--- src/rtl/sfif_stats_pkg.sv ---
// Shared constants and helpers for the SFIF event-statistics bank.
package sfif_stats_pkg;

  // Read-address map: channel shadows occupy 0..NUM_CH-1, then these three words.
  function automatic int adr_elapsed(input int num_ch);
    return num_ch;
  endfunction

  function automatic int adr_ts(input int num_ch);
    return num_ch + 1;
  endfunction

  function automatic int adr_ovf(input int num_ch);
    return num_ch + 2;
  endfunction

  function automatic int clog2(input int value);
    int bits;
    bits = 0;
    while ((1 << bits) < value) bits++;
    return bits;
  endfunction

endpackage

--- src/rtl/sfif_stats_if.sv ---
// Host-side read port of the SFIF statistics bank.
interface sfif_stats_if #(
  parameter int ADDR_W = 3,
  parameter int CNT_W  = 32
);
  logic              rd_en;
  logic [ADDR_W-1:0] rd_addr;
  logic [CNT_W-1:0]  rd_data;
  logic              rd_valid;

  modport master (output rd_en, rd_addr, input rd_data, rd_valid);
  modport slave  (input rd_en, rd_addr, output rd_data, rd_valid);
endinterface

--- src/rtl/sfif_sat_cnt.sv ---
// Single event counter with synchronous clear and selectable saturate/wrap at all-ones.
module sfif_sat_cnt #(
  parameter int W   = 32,
  parameter bit SAT = 1'b1
) (
  input  logic         clk_125,
  input  logic         rstn,
  input  logic         clr,
  input  logic         inc,
  output logic [W-1:0] q,
  output logic         ovf_pulse
);

  // An increment arriving at all-ones is the overflow event; clear takes priority.
  assign ovf_pulse = inc & ~clr & (&q);

  always_ff @(posedge clk_125) begin
    if (!rstn) begin
      q <= '0;
    end else if (clr) begin
      q <= '0;
    end else if (inc) begin
      if (&q) q <= SAT ? q : '0;
      else    q <= q + W'(1);
    end
  end

endmodule

--- src/rtl/sfif_stats.sv ---
// SFIF event-statistics bank: NUM_CH event counters plus elapsed and timestamp counters,
// snapshot shadows, sticky overflow flags, last-event timestamp capture and a registered read port.
module sfif_stats
  import sfif_stats_pkg::*;
#(
  parameter int NUM_CH = 4,
  parameter int CNT_W  = 32,
  parameter bit SAT    = 1'b1,
  parameter int TS_CH  = 0,
  parameter int ADDR_W = 3
) (
  input  logic              clk_125,
  input  logic              rstn,
  input  logic              run,
  input  logic              done,
  input  logic [NUM_CH-1:0] ev_i,
  input  logic              clr,
  input  logic              snap,
  output logic [NUM_CH-1:0] ovf,
  sfif_stats_if.slave       rd_bus
);

  localparam int ADR_EL  = adr_elapsed(NUM_CH);
  localparam int ADR_TS  = adr_ts(NUM_CH);
  localparam int ADR_OVF = adr_ovf(NUM_CH);
  localparam int NCNT    = NUM_CH + 2;
  localparam int TS_IDX  = NUM_CH + 1;

  if (NUM_CH < 1 || NUM_CH > CNT_W || TS_CH < 0 || TS_CH >= NUM_CH ||
      clog2(NUM_CH + 3) > ADDR_W) begin : g_param_err
    $error("sfif_stats: illegal NUM_CH/CNT_W/TS_CH/ADDR_W combination");
  end

  logic [NCNT-1:0][CNT_W-1:0] live;
  logic [NCNT-1:0]            inc;
  logic [NCNT-1:0]            ovf_pulse;
  logic [NUM_CH:0][CNT_W-1:0] sh_cnt;
  logic [CNT_W-1:0]           ts_cap;
  logic [CNT_W-1:0]           sh_ts;
  logic [NUM_CH-1:0]          sh_ovf;
  logic [CNT_W-1:0]           rd_tab [2**ADDR_W];

  // Counter order: channels, then elapsed (NUM_CH), then free-running timestamp (NUM_CH+1).
  assign inc = {run, run & ~done, ev_i};

  for (genvar g = 0; g < NCNT; g++) begin : g_cnt
    sfif_sat_cnt #(.W(CNT_W), .SAT(SAT)) u_cnt (
      .clk_125   (clk_125),
      .rstn      (rstn),
      .clr       (clr),
      .inc       (inc[g]),
      .q         (live[g]),
      .ovf_pulse (ovf_pulse[g])
    );
  end

  wire unused_ovf_pulse = &{1'b0, ovf_pulse[NCNT-1:NUM_CH]};

  // Shadows sample pre-update values, so snap+clr in one cycle reads and clears atomically.
  always_ff @(posedge clk_125) begin
    if (!rstn) begin
      ovf    <= '0;
      ts_cap <= '0;
      sh_cnt <= '0;
      sh_ts  <= '0;
      sh_ovf <= '0;
    end else begin
      if (clr) begin
        ovf    <= '0;
        ts_cap <= '0;
      end else begin
        ovf <= ovf | ovf_pulse[NUM_CH-1:0];
        if (ev_i[TS_CH]) ts_cap <= live[TS_IDX];
      end
      if (snap) begin
        sh_cnt <= live[NUM_CH:0];
        sh_ts  <= ts_cap;
        sh_ovf <= ovf;
      end
    end
  end

  for (genvar a = 0; a < 2**ADDR_W; a++) begin : g_rd_tab
    if (a <= ADR_EL) begin : g_cnt_word
      assign rd_tab[a] = sh_cnt[a];
    end else if (a == ADR_TS) begin : g_ts_word
      assign rd_tab[a] = sh_ts;
    end else if (a == ADR_OVF) begin : g_ovf_word
      assign rd_tab[a] = CNT_W'(sh_ovf);
    end else begin : g_unmapped
      assign rd_tab[a] = '0;
    end
  end

  always_ff @(posedge clk_125) begin
    if (!rstn) begin
      rd_bus.rd_data  <= '0;
      rd_bus.rd_valid <= 1'b0;
    end else begin
      rd_bus.rd_valid <= rd_bus.rd_en;
      if (rd_bus.rd_en) rd_bus.rd_data <= rd_tab[rd_bus.rd_addr];
    end
  end

endmodule

--- src/flat_wrapper.sv ---
// flat-port wrapper written by rule: the top's interface ports become plain ports
module sfif_stats_flat import sfif_stats_pkg::*;
#(
  parameter int NUM_CH = 4,
  parameter int CNT_W  = 32,
  parameter bit SAT    = 1'b1,
  parameter int TS_CH  = 0,
  parameter int ADDR_W = 3
)
  (clk_125, rstn, run, done, ev_i, clr, snap, ovf, rd_bus_rd_en, rd_bus_rd_addr, rd_bus_rd_data, rd_bus_rd_valid);
  sfif_stats_if #(.ADDR_W(ADDR_W), .CNT_W(CNT_W)) rd_bus_i ();
  input  logic clk_125;
  input  logic rstn;
  input  logic run;
  input  logic done;
  input  logic [NUM_CH-1:0] ev_i;
  input  logic clr;
  input  logic snap;
  output logic [NUM_CH-1:0] ovf;
  input wire logic [$bits(rd_bus_i.rd_en)-1:0] rd_bus_rd_en;
  input wire logic [$bits(rd_bus_i.rd_addr)-1:0] rd_bus_rd_addr;
  output wire logic [$bits(rd_bus_i.rd_data)-1:0] rd_bus_rd_data;
  output wire logic [$bits(rd_bus_i.rd_valid)-1:0] rd_bus_rd_valid;
  assign rd_bus_i.rd_en = rd_bus_rd_en;
  assign rd_bus_i.rd_addr = rd_bus_rd_addr;
  assign rd_bus_rd_data = rd_bus_i.rd_data;
  assign rd_bus_rd_valid = rd_bus_i.rd_valid;
  sfif_stats #(.NUM_CH(NUM_CH), .CNT_W(CNT_W), .SAT(SAT), .TS_CH(TS_CH), .ADDR_W(ADDR_W)) u_core (.clk_125(clk_125), .rstn(rstn), .run(run), .done(done), .ev_i(ev_i), .clr(clr), .snap(snap), .ovf(ovf), .rd_bus(rd_bus_i));
endmodule
--- config.mk ---
export PLATFORM = sky130hd
export DESIGN_NAME = sfif_stats_flat
export DESIGN_NICKNAME = d
export VERILOG_FILES = /design/src/rtl/sfif_stats_pkg.sv /design/src/rtl/sfif_stats_if.sv /design/src/rtl/sfif_sat_cnt.sv /design/src/rtl/sfif_stats.sv /design/src/flat_wrapper.sv
export SDC_FILE = /design/constraint.sdc
export NUM_CORES = 1
export LEC_CHECK = 0
export CAP_MARGIN = 20
export CORE_ASPECT_RATIO = 1.75
export CORE_MARGIN = 1
export CORE_UTILIZATION = 60
export DETAILED_ROUTE_END_ITERATION = 6
export PLACE_DENSITY = 0.78
export SLEW_MARGIN = 20
export SYNTH_ARGS = -nofsm -noshare
export SYNTH_HDL_FRONTEND = slang
export SYNTH_HIERARCHICAL = 1
export SYNTH_SLANG_ARGS = --single-unit
--- constraint.sdc ---
create_clock -name clk_125 -period 6.6 [get_ports clk_125]
set_input_delay 1.32 -clock clk_125 [delete_from_list [all_inputs] [get_ports clk_125]]
set_output_delay 1.32 -clock clk_125 [all_outputs]
set_load 0.005 [all_outputs]
==> flow_summary.json <==
{
  "synth_nets": 2203,
  "numCtsBuffers": 43,
  "io_buffer_count": 50,
  "route.detailed.drc": 0,
  "syn_to_final_growth_pct": 9.146,
  "hold_path_class": "reg -> reg",
  "place_ws_ns": 2.607,
  "cts_tree": "built",
  "netlist_instances": 2183,
  "pin_count": 51,
  "setup_violations": 0,
  "cts_buffer_depth": 3,
  "crit_path_max_fanout": 18,
  "die_w_um": 145.3,
  "layout_min_cycle_time_ns": 3.477,
  "root_buffer": "clkbuf_16",
  "hold_path_depth": 2,
  "ir_drop_v": 0.0001855,
  "worstSkewPairLatency_ns": 0.56,
  "r2r_start": "u_core/g_cnt[1].u_cnt/q[1]",
  "initial_core_util_pct": 61.12,
  "worstPathArrival_ns": 3.95,
  "die_h_um": 252.8,
  "reg2reg_depth": 6,
  "outcome": "completed",
  "worstSetupEndpointType": "flip-flop",
  "routed_via_density": 6.379,
  "cts.sinks": 457,
  "yosysWarnings": 6,
  "final_util_pct": 66.71,
  "grt_pass1_wl_um": 89370,
  "fillers": 2836,
  "startpoint": "run",
  "post_cts_resized": 0,
  "grt_pass1_vias": 16677,
  "place_congestion": 0.9638,
  "rsz0062_at_grt": "no",
  "holdWs_ns": 0.4802,
  "num_vias": 16950,
  "grt_use_total_pct": 30.85,
  "worstMarginPinSlew_ns": 1.118,
  "max_freq_mhz": 287.6,
  "tns_ns": 0,
  "min_to": "u_core/rd_bus.rd_data[2]",
  "detail_route.wl_per_cell_um": 21.42,
  "syn_area_per_cell_um2": 9.882,
  "worstSetupStartpointType": "input pin",
  "dp.final_hpwl_um": 40310,
  "rows": 91,
  "wl_um": 56910,
  "grt_max_degree": 109,
  "diodes": 0,
  "rr_endpoint": "u_core/g_cnt[1].u_cnt/q[1]",
  "p_leak_nw": 8.102,
  "path_clk_slew_ns": 0.07,
  "finalCritPeriodShare_pct": 52.68,
  "drv_slew": 0,
  "max_cap_viol_count": 0,
  "antenna_found_initial": 1,
  "max-slew-margin-rel_pct": 25.44,
  "crit_type": "in -> reg",
  "htree_levels": 2,
  "nets": 2179,
  "crit_required_ns": 7.08,
  "syn_area_um2": 21570,
  "die_area_um2": 36750,
  "core_area_um2": 35300,
  "power_density_nw_per_um2": 239.0,
  "drt_iter0_drc": 962,
  "finalHoldViolCount": 0,
  "setup_ws_ns": 3.123,
  "rrSetupSlack_ns": 3.94,
  "dr.pass1.iters": 5,
  "grt_overflow": 0,
  "cts_hold_buf": 0,
  "skew_ns": 0.02810,
  "postCtsSetupBuffers": 0,
  "layout-drive-gt1-share_pct": 10.63,
  "ant_nets": 0,
  "hp-start": "u_core/sh_ovf[2]"
}
## worst max-delay path, stage by stage
cell,delay [ns]
clkdlybuf4s50_1,0.60
nor2b_1,0.41
nand4_2,0.27
nor3_4,0.40
o31ai_4,0.25
or4_1,0.55
a21oi_1,0.15
## cell type report
cell class              count  area [um2]  area share (%)
well taps                 465       581.8           2.471
clock buffers              62        1290           5.479
flip-flops and latches    457        9149           38.85
inverters                  19       71.32          0.3029
clock inverters            16       198.9          0.8449
multi-input cells        1574       11650           49.47
repair buffers             64       606.8           2.577
## stage by stage
| step | power (W) | instances | instance area [um2] |
|---|---|---|---|
| floorplan | 0.003020 | 2183 | 21570 |
| global placement | 0.003087 | 2579 | 22060 |
| detailed placement | 0.003090 | 2579 | 22060 |
| CTS | 0.005659 | 2657 | 23550 |
| global route | 0.005783 | 2657 | 23550 |
| finish | 0.005627 | 2657 | 23550 |
## state kept, by name, summed over array words and instances, names as in the netlist
register and flops:
u_core/ovf 4, u_core/sh_ts 32, u_core/g_cnt.u_cnt/q 192, u_core/rd_tab 160, u_core/rd_bus.rd_valid 1, u_core/ts_cap 32, u_core/rd_bus.rd_data 32, u_core/sh_ovf 4
## power breakdown
group          internal, W  switching [W]  total, W
Sequential         0.00277      0.0000117   0.00278
Combinational    0.0000996       0.000147  0.000246
Clock              0.00152        0.00108   0.00260
Total              0.00439        0.00124   0.00563
## routing by layer
metal / GRT usage [%] / vias to the layer above / wire [um]
met5: 0 / - / 0
met1: 32.88 / 8261 / 21340
met2: 58.05 / 514 / 30100
met4: 18.98 / 0 / 3337
li1: - / 7999 / -
met3: 3.225 / 176 / 2127
## cell usage in the layout (no fill, tap or decap), drive strengths merged, types with 12 or more instances in the layout
| cell | n |
|---|---|
| a211oi | 12 |
| dfxtp | 457 |
| nand2 | 99 |
| clkbuf | 62 |
| inv | 19 |
| o211ai | 18 |
| and3 | 12 |
| nand4 | 60 |
| a31oi | 21 |
| nor4 | 28 |
| nand3 | 72 |
| mux2i | 237 |
| a22oi | 31 |
| xnor2 | 12 |
| a21oi | 137 |
| o21ai | 74 |
| nand2b | 32 |
| xor2 | 30 |
| or3 | 60 |
| and2 | 13 |
| nor2 | 124 |
| buf | 20 |
| or2 | 12 |
| clkdlybuf4s50 | 44 |
| or4 | 60 |
| o311ai | 12 |
| and4 | 12 |
| mux4 | 32 |
| nor3 | 18 |
| mux2 | 31 |
| nor2b | 210 |
| o31ai | 72 |
## worst max-delay path by stage
stage                                        to  slack [ns]  cells past startpoint
CTS                 u_core/g_cnt[4].u_cnt/q[23]        3.17                      7
global route        u_core/g_cnt[4].u_cnt/q[27]        3.04                      7
global placement    u_core/g_cnt[4].u_cnt/q[23]        2.63                      7
detailed placement  u_core/g_cnt[4].u_cnt/q[23]        2.61                      7
finish              u_core/g_cnt[4].u_cnt/q[23]        3.12                      7
floorplan           u_core/g_cnt[4].u_cnt/q[29]        3.65                      6
Note: power is estimated with default switching activity, not from simulation.
